File: src/rtl/ram_burst_master.sv
// Burst initiator for the single-port synchronous RAM: write bursts stream into the RAM,
// read bursts stream back out through a 2-entry FIFO that tolerates backpressure.
module ram_burst_master #(
  parameter int DATA_WIDTH = 8,
  parameter int ADDR_WIDTH = 4
) (
  input  logic                  clk,
  input  logic                  rst_n,
  input  logic                  cmd_valid,
  output logic                  cmd_ready,
  input  logic                  cmd_write,
  input  logic [ADDR_WIDTH-1:0] cmd_addr,
  input  logic [ADDR_WIDTH-1:0] cmd_len,
  input  logic                  wr_valid,
  output logic                  wr_ready,
  input  logic [DATA_WIDTH-1:0] wr_data,
  output logic                  rd_valid,
  input  logic                  rd_ready,
  output logic [DATA_WIDTH-1:0] rd_data,
  output logic                  busy,
  output logic                  done,
  output logic                  ram_we,
  output logic [ADDR_WIDTH-1:0] ram_addr,
  output logic [DATA_WIDTH-1:0] ram_din,
  input  logic [DATA_WIDTH-1:0] ram_dout
);

  typedef enum logic [1:0] {
    IDLE  = 2'd0,
    WRITE = 2'd1,
    READ  = 2'd2,
    DRAIN = 2'd3
  } state_t;

  state_t                state_r, state_s;
  logic [ADDR_WIDTH-1:0] cur_addr_r, cur_addr_s;
  logic [ADDR_WIDTH-1:0] beats_left_r, beats_left_s;
  logic                  pending_r, pending_s;
  logic                  done_r, done_s;
  logic [DATA_WIDTH-1:0] fifo_r [2];
  logic                  head_r;
  logic [1:0]            occ_r;
  logic                  push_s, pop_s, room_s;

  assign pop_s  = (occ_r != 2'd0) && rd_ready;
  assign push_s = pending_r;
  // Slots committed next cycle (stored + in flight - leaving) must stay below 2.
  assign room_s = ({1'b0, occ_r} + {2'b00, pending_r}) < (3'd2 + {2'b00, pop_s});

  assign rd_valid = (occ_r != 2'd0);
  assign rd_data  = fifo_r[head_r];
  assign busy     = (state_r != IDLE);
  assign done     = done_r;

  // Next-state, address/beat bookkeeping and RAM-side strobes.
  always_comb begin
    state_s      = state_r;
    cur_addr_s   = cur_addr_r;
    beats_left_s = beats_left_r;
    pending_s    = 1'b0;
    done_s       = 1'b0;
    cmd_ready    = 1'b0;
    wr_ready     = 1'b0;
    ram_we       = 1'b0;
    ram_addr     = cur_addr_r;
    ram_din      = {DATA_WIDTH{1'b0}};
    case (state_r)
      IDLE: begin
        cmd_ready = 1'b1;
        if (cmd_valid) begin
          cur_addr_s   = cmd_addr;
          beats_left_s = cmd_len;
          state_s      = cmd_write ? WRITE : READ;
        end else begin
          state_s = IDLE;
        end
      end
      WRITE: begin
        wr_ready = 1'b1;
        if (wr_valid) begin
          ram_we       = 1'b1;
          ram_din      = wr_data;
          cur_addr_s   = cur_addr_r + ADDR_WIDTH'(1);
          beats_left_s = beats_left_r - ADDR_WIDTH'(1);
          if (beats_left_r == {ADDR_WIDTH{1'b0}}) begin
            state_s = IDLE;
            done_s  = 1'b1;
          end else begin
            state_s = WRITE;
          end
        end else begin
          state_s = WRITE;
        end
      end
      READ: begin
        if (room_s) begin
          pending_s    = 1'b1;
          cur_addr_s   = cur_addr_r + ADDR_WIDTH'(1);
          beats_left_s = beats_left_r - ADDR_WIDTH'(1);
          if (beats_left_r == {ADDR_WIDTH{1'b0}}) begin
            state_s = DRAIN;
          end else begin
            state_s = READ;
          end
        end else begin
          state_s = READ;
        end
      end
      DRAIN: begin
        if (!pending_r && (occ_r == 2'd0)) begin
          state_s = IDLE;
          done_s  = 1'b1;
        end else begin
          state_s = DRAIN;
        end
      end
      default: begin
        state_s = IDLE;
      end
    endcase
  end

  // Control state registers.
  always_ff @(posedge clk or negedge rst_n) begin
    if (!rst_n) begin
      state_r      <= IDLE;
      cur_addr_r   <= {ADDR_WIDTH{1'b0}};
      beats_left_r <= {ADDR_WIDTH{1'b0}};
      pending_r    <= 1'b0;
      done_r       <= 1'b0;
    end else begin
      state_r      <= state_s;
      cur_addr_r   <= cur_addr_s;
      beats_left_r <= beats_left_s;
      pending_r    <= pending_s;
      done_r       <= done_s;
    end
  end

  // Read-data FIFO; a push only ever lands when at most one entry is held.
  always_ff @(posedge clk or negedge rst_n) begin
    if (!rst_n) begin
      fifo_r[0] <= {DATA_WIDTH{1'b0}};
      fifo_r[1] <= {DATA_WIDTH{1'b0}};
      head_r    <= 1'b0;
      occ_r     <= 2'd0;
    end else begin
      if (push_s) begin
        fifo_r[head_r ^ occ_r[0]] <= ram_dout;
      end
      if (pop_s) begin
        head_r <= ~head_r;
      end
      occ_r <= occ_r + {1'b0, push_s} - {1'b0, pop_s};
    end
  end

endmodule

File: config.mk
export PLATFORM = sky130hd
export DESIGN_NAME = ram_burst_master
export DESIGN_NICKNAME = d
export VERILOG_FILES = /design/src/rtl/ram_burst_master.sv
export SDC_FILE = /design/constraint.sdc
export NUM_CORES = 1
export LEC_CHECK = 0
export ABC_AREA = 1
export ABC_CLOCK_PERIOD_IN_PS = 1700
export BUFFER_PORTS_ARGS = -buffer_cell sky130_fd_sc_hd__clkbuf_2
export CAP_MARGIN = 25
export CORE_MARGIN = 2
export CORE_UTILIZATION = 43
export CTS_CLUSTER_DIAMETER = 50
export DETAILED_ROUTE_END_ITERATION = 12
export HOLD_SLACK_MARGIN = 0.08
export PLACE_DENSITY = 0.69
export SLEW_MARGIN = 20
export SYNTH_ARGS = -nofsm -noshare
export SYNTH_HDL_FRONTEND = slang
export SYNTH_SLANG_ARGS = --single-unit
File: constraint.sdc
create_clock -name clk -period 1.7 [get_ports clk]
set_input_delay 0.085 -clock clk [delete_from_list [all_inputs] [get_ports clk]]
set_output_delay 0.085 -clock clk [all_outputs]
set_load 0.01 [all_outputs]
==> results of run 1 <==
## worst max-delay path, stage by stage (launching register included)
cell and delay, ns:
dfrtp_1 0.41, inv_2 0.09, nand2_2 0.06, nand2_1 0.09, inv_1 0.05, ha_1 0.26, inv_1 0.03, ha_1 0.18
xnor2_1 0.13, xor2_1 0.14
## path summary, 6_finish.rpt
kind	slack, ns	cells after the start	end	start
hold / removal	0.09	3	head_r	rd_ready
setup reg to reg	0.14	9	occ_r[1]	occ_r[0]
min in group asynchronous	0.40	2	occ_r[1]	rst_n
hold reg to reg	0.47	2	fifo_r[11]	fifo_r[11]
setup / recovery	0.14	9	occ_r[1]	occ_r[0]
max in group asynchronous	0.80	2	ram_addr[0]	rst_n
## power breakdown
group          switching (W)  internal, W
clock network       0.000284     0.000474
registers           0.000241      0.00112
logic                0.00170      0.00117
total                0.00223      0.00276
## cell usage in the layout (no fill, tap or decap), drive strengths merged, types with 9 or more instances in the layout
cell,n
nand2,75
clkbuf,61
inv,36
dfrtp,31
nand3,23
o21ai,22
nor2,12
ha,11
dlygate4sd3,9
buf,9
## final cells by class
type	instances	area [um^2]
Fill cell	369	1610
Multi-Input combinational cell	158	852
Sequential cell	31	776
Inverter	38	146
Clock buffer	6	82.6
Tap cell	50	62.6
Timing Repair Buffer	73	433
Clock inverter	2	35.0
## Yosys cell counts
cell type and instances:
nand2_1 72, inv_1 37, dfrtp_1 31, nand3_1 23
o21ai_0 14, ha_1 11, nor2_1 11, a21oi_1 6
o21ai_2 6, clkbuf_1 2, nand2_4 2, nand4_1 2
o21ai_1 2, o22ai_1 2, xor2_1 2, a31oi_1 1
buf_2 1, buf_6 1, clkinv_1 1, nand2_2 1
nor2_4 1, xnor2_1 1, xnor2_2 1
## sequential cells by signal, indices dropped and copies added, names as in the netlist
register / count
pending_r: 1
occ_r: 2
head_r: 1
fifo_r: 16
ram_addr: 4
state_r: 2
done: 1
beats_left_r: 4
## cells by family (layout without fill, tap and decap cells)
logic type | Yosys count | in the layout | share of synthesized area
flops | 31 | 31 | 0.435
buf+inv | 42 | 119 | 0.0933
compound gates | 31 | 31 | 0.102
fa+ha+maj | 11 | 11 | 0.0772
xor+xnor | 4 | 4 | 0.0239
simple gates | 112 | 112 | 0.269
## per-stage QoR
step	instance area [um^2]	total power, W	utilization
after global placement	2130	0.00395	0.532
after global routing	2390	0.00551	0.597
after detailed placement	2130	0.00404	0.532
after floorplan	1780	0.00323	-
after CTS	2330	0.00482	0.584
final	2390	0.00499	0.597
## metal layers
metal  global-route usage  wire length [um]  part of all wire  vias to the layer above
li1                     -                 -                 -                      880
met1                0.236              1790              0.45                      723
met2                0.303              1950              0.49                       37
met3               0.0395               166             0.042                        6
met4               0.0600                49             0.012                        0
met5                    0                 0                 0                        -
## timing repair
item | in CTS | in global routing
gates resized for setup | 0 | 6
hold buffers | 9 | 0
buffers inserted | 0 | 5
endpoints found under the hold margin | 47 | 0
setup endpoints to repair | 0 | 13
==> results.yml, run 1 <==
logic_synthesis:
  yosys-top-cells-area: "dfrtp_1, nand2_1, inv_1"
  avgSynthCellArea_um2: 7.72
  synth_top_area_cell: "dfrtp_1"
  syn_inst: 231
  ys_ff_latch: 31
  netlist.area_leader.share: 0.435
  synth.distinct_cells: 23
  yosysSeqAreaShare: 0.435
  ys_warn_count: 0
  syn_area_mm2: 0.00178
  synth_fp_nets: 272
global_routing:
  grt_use_total: 0.183
  grt-ovfl-total: 0
  grt_start_max_net_pins: 32
  antenna_found_initial: 0
  grt_pass1_vias: 1438
  grt_pass1_wl_mm: 6.38
timing:
  tightest_slew_ns: 0.767
  finalHoldViolations: 0
  setup_viol: 0
  max_freq_mhz: 642
  final.setup.tns_ns: 0
  rsz0062_at_grt: "false"
  fin_ws_ns: 0.142
  final_max_slew_viol_count: 0
  fin_crit_sh: 0.917
  timing.hold.ws_ns: 0.0867
  max-slew-margin-rel: 0.489
  clock_skew_ns: 0.00683
  finalCriticalPeriod_ns: 1.56
placement:
  place_congestion: 0.810
  post-place-ws_ns: 0.0631
  port_buffers: 55
  place_hpwl_mm: 2.84
  dp_cells: 336
clock_tree:
  clk_latency_ns: 0.28
  cts-htree-levels: 2
  cts_sinks: 31
  cts_tree: "built"
  clockRootBuffer: "clkbuf_8"
  clk_pin_slew_ns: 0.07
  clock_path_buffers: 2
  numCtsBuffers: 5
die:
  rows: 23
  die_w_um: 68.4
  chipHeight_um: 68.4
  design.core.area_mm2: 0.00400
  io_pins: 56
  start_util: 0.446
  dieArea_mm2: 0.00468
pwr:
  p_leak_nw: 1.36
  power_density_mw_per_mm2: 2090
  ir_drop_v: 0.00108
worst_setup_path:
  critical_path_class: "reg2reg"
  endpoint_kind: "flop"
  cp_max_fo: 3
  start_kind: "flop"
  required_ns: 1.87
  cp.arrival_ns: 1.73
routing:
  firstDrtPassIters: 4
  drtAntennaViolNets: 0
  drc: 0
  routed_wl_mm: 3.95
  drt_iter0_markers: 97
  vias_per_cell: 4.60
  num_vias: 1646
  wl_per_cell_um: 11.0
job:
  maxCapViolCount: 0
finish:
  layout.nets: 348
  fin_cells: 358
  synthToLayoutAreaGrowth_pct: 33.9
  antenna_cells: 0
  drive_gt1_frac: 0.289
worst_hold_path:
  min_path_type: "in2reg"
status:
  status: "finished, final reports clean"
Power figures use the tool's default switching activity.
==> run 2, diff against run 1 <==
ABC_AREA = unset   (was 1)
==> results.yml, run 2 <==
global_routing:
  antenna_found_initial: 0
  grt_start_max_net_pins: 32
  grt_pass1_wl_mm: 6.15
  grt-ovfl-total: 0
  grt_pass1_vias: 1383
  grt_use_total: 0.179
timing:
  finalCriticalPeriod_ns: 1.77
  fin_crit_sh: 1.04
  fin_ws_ns: -0.0673
  finalHoldViolations: 0
  final_max_slew_viol_count: 0
  tightest_slew_ns: 0.773
  max-slew-margin-rel: 0.485
  setup_viol: 4
  max_freq_mhz: 566
  clock_skew_ns: 0.00181
  rsz0062_at_grt: "true"
logic_synthesis:
  synth_top_area_cell: "dfrtp_1"
  synth.distinct_cells: 44
  synth_common_cells: "dfrtp_1, mux2_2, inv_1, ha_1, nand2_1"
  yosys.cell_count.top_type: "dfrtp_1"
  syn_area_mm2: 0.00180
  ys_warn_count: 0
  synthArstFlopShare: 1.00
  synth_fp_nets: 200
  yosys-top-cells-area: "dfrtp_1, mux2_2, ha_1"
  netlist.area_leader.share: 0.430
  ys_ff_latch: 31
  ys.flop_type: "dfrtp_1"
  avgSynthCellArea_um2: 11.3
  syn_inst: 159
  yosysSeqAreaShare: 0.430
  synth_edf_count: 0
clock_tree:
  clock_path_buffers: 2
  numCtsBuffers: 5
  cts-htree-levels: 2
  cts_sinks: 31
  clk_latency_ns: 0.28
  clk_pin_slew_ns: 0.07
  cts_tree: "built"
  clockRootBuffer: "clkbuf_8"
placement:
  place_congestion: 0.807
  port_buffers: 55
  place_hpwl_mm: 2.69
finish:
  synthToLayoutAreaGrowth_pct: 41.5
  antenna_cells: 0
  mostFrequentLayoutCells: "clkbuf_2, dfrtp_1, mux2_2, inv_1, buf_4"
  finish.utilization: 0.634
  layout.nets: 281
  largest_reg_flops: 16
  seq_area_um2: 778
  drive_gt1_frac: 0.544
  regMostFlops: "fifo_r"
  final_common_cell: "clkbuf_2"
  fillers: 334
  multi_input_area_mm2: 0.00102
worst_setup_path:
  slowest_delay_ns: 0.42
  endpoint_kind: "flop"
  ff2ff_path_depth: 6
  crit_start: "state_r[1]"
  r2r_setup_slack_ns: -0.07
  path_cells: "inv_4 -> ha_4 -> or2b_2 -> o2111ai_4 -> or2_4 -> a2111o_1"
  critPathSlowestCell: "dfrtp_2"
  cp_top_family: "compound AO/OA/AOI/OAI gates"
  cp.arrival_ns: 1.93
  cp_max_fo: 5
  start_kind: "flop"
  crit_cells: 6
  required_ns: 1.86
  timing.rr.start: "state_r[1]"
  path_buf_inv: 1
  critical_path_class: "reg2reg"
die:
  chipHeight_um: 68.8
  dieArea_mm2: 0.00473
  die_w_um: 68.8
  rows: 23
  io_pins: 56
  design.core.area_mm2: 0.00403
  start_util: 0.448
routing:
  vias_per_cell: 5.02
  drt_iter0_markers: 49
  num_vias: 1462
  wl_per_cell_um: 13.7
  firstDrtPassIters: 4
  routed_wl_mm: 3.99
  drtAntennaViolNets: 0
  drc: 0
pwr:
  p_leak_nw: 1.26
  finalPower_w: 0.00533
  ir_drop_v: 0.00119
  power_density_mw_per_mm2: 2090
worst_hold_path:
  min_path_type: "in2reg"
  hold_start: "cmd_len[1]"
  min_path_cells: 3
status:
  violations: "negative setup slack"
  status: "finished, violations left"
job:
  maxCapViolCount: 0
## run 2: changes by cell type after synthesis, sizes merged, moves of 3 or more
cell,change
a21oi,-5
and3,+8
inv,-22
mux2,+24
mux2i,+6
nand2,-66
nand3,-22
nor2,-12
o21ai,-15
or2,+3
or3,+3
## run 2: layout make-up
type | instances | share of cell area
inverters | 15 | 0.0230
multi-input cells | 105 | 0.399
clock inverters | 2 | 0.0137
clock buffers | 6 | 0.0324
flip-flops and latches | 31 | 0.305
repair buffers | 82 | 0.203
well taps | 50 | 0.0245
## run 2: path summary, 6_finish.rpt
check	endpoint
max	ram_addr[3]
max in group asynchronous	state_r[0]
max reg2reg	ram_addr[3]
min	beats_left_r[1]
min in group asynchronous	ram_addr[1]
min reg2reg	fifo_r[15]
## run 2: tightest hold or removal path, cell delays in order
cell,delay (ns)
clkbuf_2,0.08
mux2i_1,0.05
mux2i_1,0.11
## run 2: cells by family after synthesis
family                     share of synthesized area
muxes                                          0.183
adders and majority gates                     0.0763
AOI/OAI and AO/OA                             0.0992
DFF                                            0.430
xor gates and xnor gates                      0.0194
and+or+nand+nor                                0.131
buffers and inverters                         0.0610
## run 2: report_power, final
part	switching (W)	internal [W]	leakage (nW)	total (W)
sequential	0.000295	0.00113	0.363	0.00143
clock	0.000278	0.000474	0.0612	0.000752
combinational	0.00144	0.00171	0.837	0.00315
## run 2: per-stage QoR
| stage | cells | TNS (ns) | hold WS, ns | worst slack (ns) | instance area (um^2) |
|---|---|---|---|---|---|
| 2_1_floorplan | 159 | -0.545 | -0.211 | -0.205 | 1850 |
| 3_3_place_gp | 273 | -0.593 | 0.199 | -0.104 | 2260 |
| 3_5_place_dp | 273 | -0.912 | 0.203 | -0.146 | 2260 |
| 4_1_cts | 291 | -0.479 | 0.0919 | -0.0956 | 2510 |
| 5_1_grt | 291 | -0.707 | 0.106 | -0.134 | 2550 |
| 6_report | 291 | -0.198 | 0.0891 | -0.0673 | 2550 |
## run 2: what timing repair did
item                                    4_1_cts  5_1_grt
endpoints found under the setup margin        8       10
buffers inserted                              0        0
endpoints found under the hold margin        48        0
hold buffers                                 10        0
pin swaps                                     4        1
resized for setup                             9        9
## run 2: metal layers
metal | vias up | global-route usage | routed length (um)
met2 | 35 | 0.293 | 2060
li1 | 730 | - | -
met1 | 691 | 0.220 | 1710
met5 | - | 0 | 0
met4 | 0 | 0.0735 | 60
met3 | 6 | 0.0503 | 163
==> run 3, diff against run 2 <==
ABC_CLOCK_PERIOD_IN_PS = 1750   (was 1700)
clock period = 1.75 ns   (was 1.7 ns; I/O delays follow)
==> results.yml, run 3 (synthesis results as in run 2) <==
clock_tree:
  clk_latency_ns: 0.28
  clockRootBuffer: "clkbuf_8"
  cts-htree-levels: 2
  clock_path_buffers: 2
  cts_sinks: 31
  numCtsBuffers: 5
  cts_tree: "built"
  clk_pin_slew_ns: 0.06
timing:
  rsz0062_at_grt: "true"
  final.setup.tns_ns: -0.0161
  finalCriticalPeriod_ns: 1.76
  setup_viol: 2
  timing.hold.ws_ns: 0.0970
  final_max_slew_viol_count: 0
  max-slew-margin-rel: 0.481
  fin_ws_ns: -0.0133
  tightest_slew_ns: 0.779
  fin_crit_sh: 1.01
  finalHoldViolations: 0
  clock_skew_ns: 0.00647
  max_freq_mhz: 567
worst_setup_path:
  cp.arrival_ns: 1.92
  required_ns: 1.91
  critPathSlowestCell: "dfrtp_1"
  path_cells: "inv_2 -> ha_4 -> or3_4 -> o2111ai_4 -> buf_6 -> nor4_4 -> a211o_2"
  endpoint_kind: "flop"
  cp_max_fo: 4
  ff2ff_path_depth: 7
  start_kind: "flop"
  slowest_delay_ns: 0.42
  critical_path_class: "reg2reg"
pwr:
  p_int_w: 0.00300
  swShare: 0.383
  power_density_mw_per_mm2: 1960
  finalPower_w: 0.00487
  ir_drop_v: 0.00115
  pwr-share-seq: 0.282
  p_sw_w: 0.00187
  p_clk_frac: 0.108
  combinationalPowerShare: 0.610
  p_leak_nw: 1.23
routing:
  vias_per_cell: 4.94
  wl_per_cell_um: 13.2
  highest_layer: "met4"
  routed_wl_mm: 3.82
  drc: 0
  num_vias: 1433
  drt-met1-wl_mm: 1.75
  firstDrtPassIters: 4
  met2_length_mm: 1.91
  wl_met3_um: 151
  drt_iter0_markers: 45
  drtAntennaViolNets: 0
global_routing:
  grt_pass1_wl_mm: 6.29
  grt_start_max_net_pins: 32
  grt_use_total: 0.180
  grt_pass1_vias: 1421
  antenna_found_initial: 0
  grt-ovfl-total: 0
finish:
  drive_gt1_frac: 0.508
  synthToLayoutAreaGrowth_pct: 37.6
  antenna_cells: 0
  regMostFlops: "fifo_r"
  layout.nets: 280
  fillers: 349
  largest_reg_flops: 16
  final_common_cell: "clkbuf_2"
  fin_area_mm2: 0.00248
  mostFrequentLayoutCells: "clkbuf_2, dfrtp_1, mux2_2, buf_4, inv_1"
placement:
  port_buffers: 55
  place_congestion: 0.797
  place_hpwl_mm: 2.74
  placed_area_mm2: 0.00223
die:
  rows: 23
  die_w_um: 68.8
  dieArea_mm2: 0.00473
  design.core.area_mm2: 0.00403
  io_pins: 56
  start_util: 0.448
  chipHeight_um: 68.8
status:
  violations: "negative setup slack"
  status: "finished, violations left"
worst_hold_path:
  min_path_type: "in2reg"
  min_path_cells: 3
job:
  maxCapViolCount: 0
[run 3: final cells by class]
class / count / area (um^2) / area share
clock inverters: 1 / 5.00 / 0.00202
clock buffers: 7 / 76.3 / 0.0307
flip-flops and latches: 31 / 776 / 0.313
inverters: 15 / 56.3 / 0.0227
multi-input cells: 105 / 1000 / 0.404
well taps: 50 / 62.6 / 0.0252
repair buffers: 81 / 503 / 0.203
[run 3: path summary, 6_finish.rpt]
check,start,endpoint,slack [ns]
max in group asynchronous,rst_n,ram_addr[0],0.84
worst min-delay path,rd_ready,head_r,0.1
worst max-delay path,state_r[0],ram_addr[2],-0.01
worst max register to register,state_r[0],ram_addr[2],-0.01
min in group asynchronous,rst_n,done,0.42
worst min register to register,fifo_r[6],fifo_r[6],0.50
[run 3: metrics by stage]
stage           util  cells  worst slack, ns
2_1_floorplan      -    159           -0.155
3_5_place_dp   0.554    269           -0.160
5_1_grt        0.616    290          -0.0835
3_3_place_gp   0.554    269           -0.112
6_report       0.616    290          -0.0133
4_1_cts        0.612    290          -0.0148
[run 3: layer usage]
| layer | GRT usage | vias to the layer above |
|---|---|---|
| li1 | - | 721 |
| met1 | 0.222 | 689 |
| met2 | 0.303 | 21 |
| met3 | 0.0503 | 2 |
| met4 | 0.0588 | 0 |
| met5 | 0 | - |
[run 3: worst max-delay path: cells and delay by family (launching register included)]
family / cells / cell delay [ns]
buffers and inverters: 2 / 0.25
and+or+nand+nor: 2 / 0.40
AOI/OAI and AO/OA: 2 / 0.40
adders and majority gates: 1 / 0.17
DFF: 1 / 0.42
[run 3: power by group through the flow]
stage	sequential (W)	clock, W	combinational (W)
final	0.00137	0.000526	0.00297
after CTS	0.00136	0.000549	0.00298
after detailed placement	0.00137	0	0.00278
after global routing	0.00142	0.000583	0.00332
after global placement	0.00136	0	0.00272
after floorplan	0.00134	0	0.00198
[run 3: what timing repair did]
item	CTS	global route
setup buffers	3	0
pin swaps	9	2
hold buffers	10	0
resized for setup	7	2
endpoints found under the hold margin	48	0
setup endpoints to repair	8	9
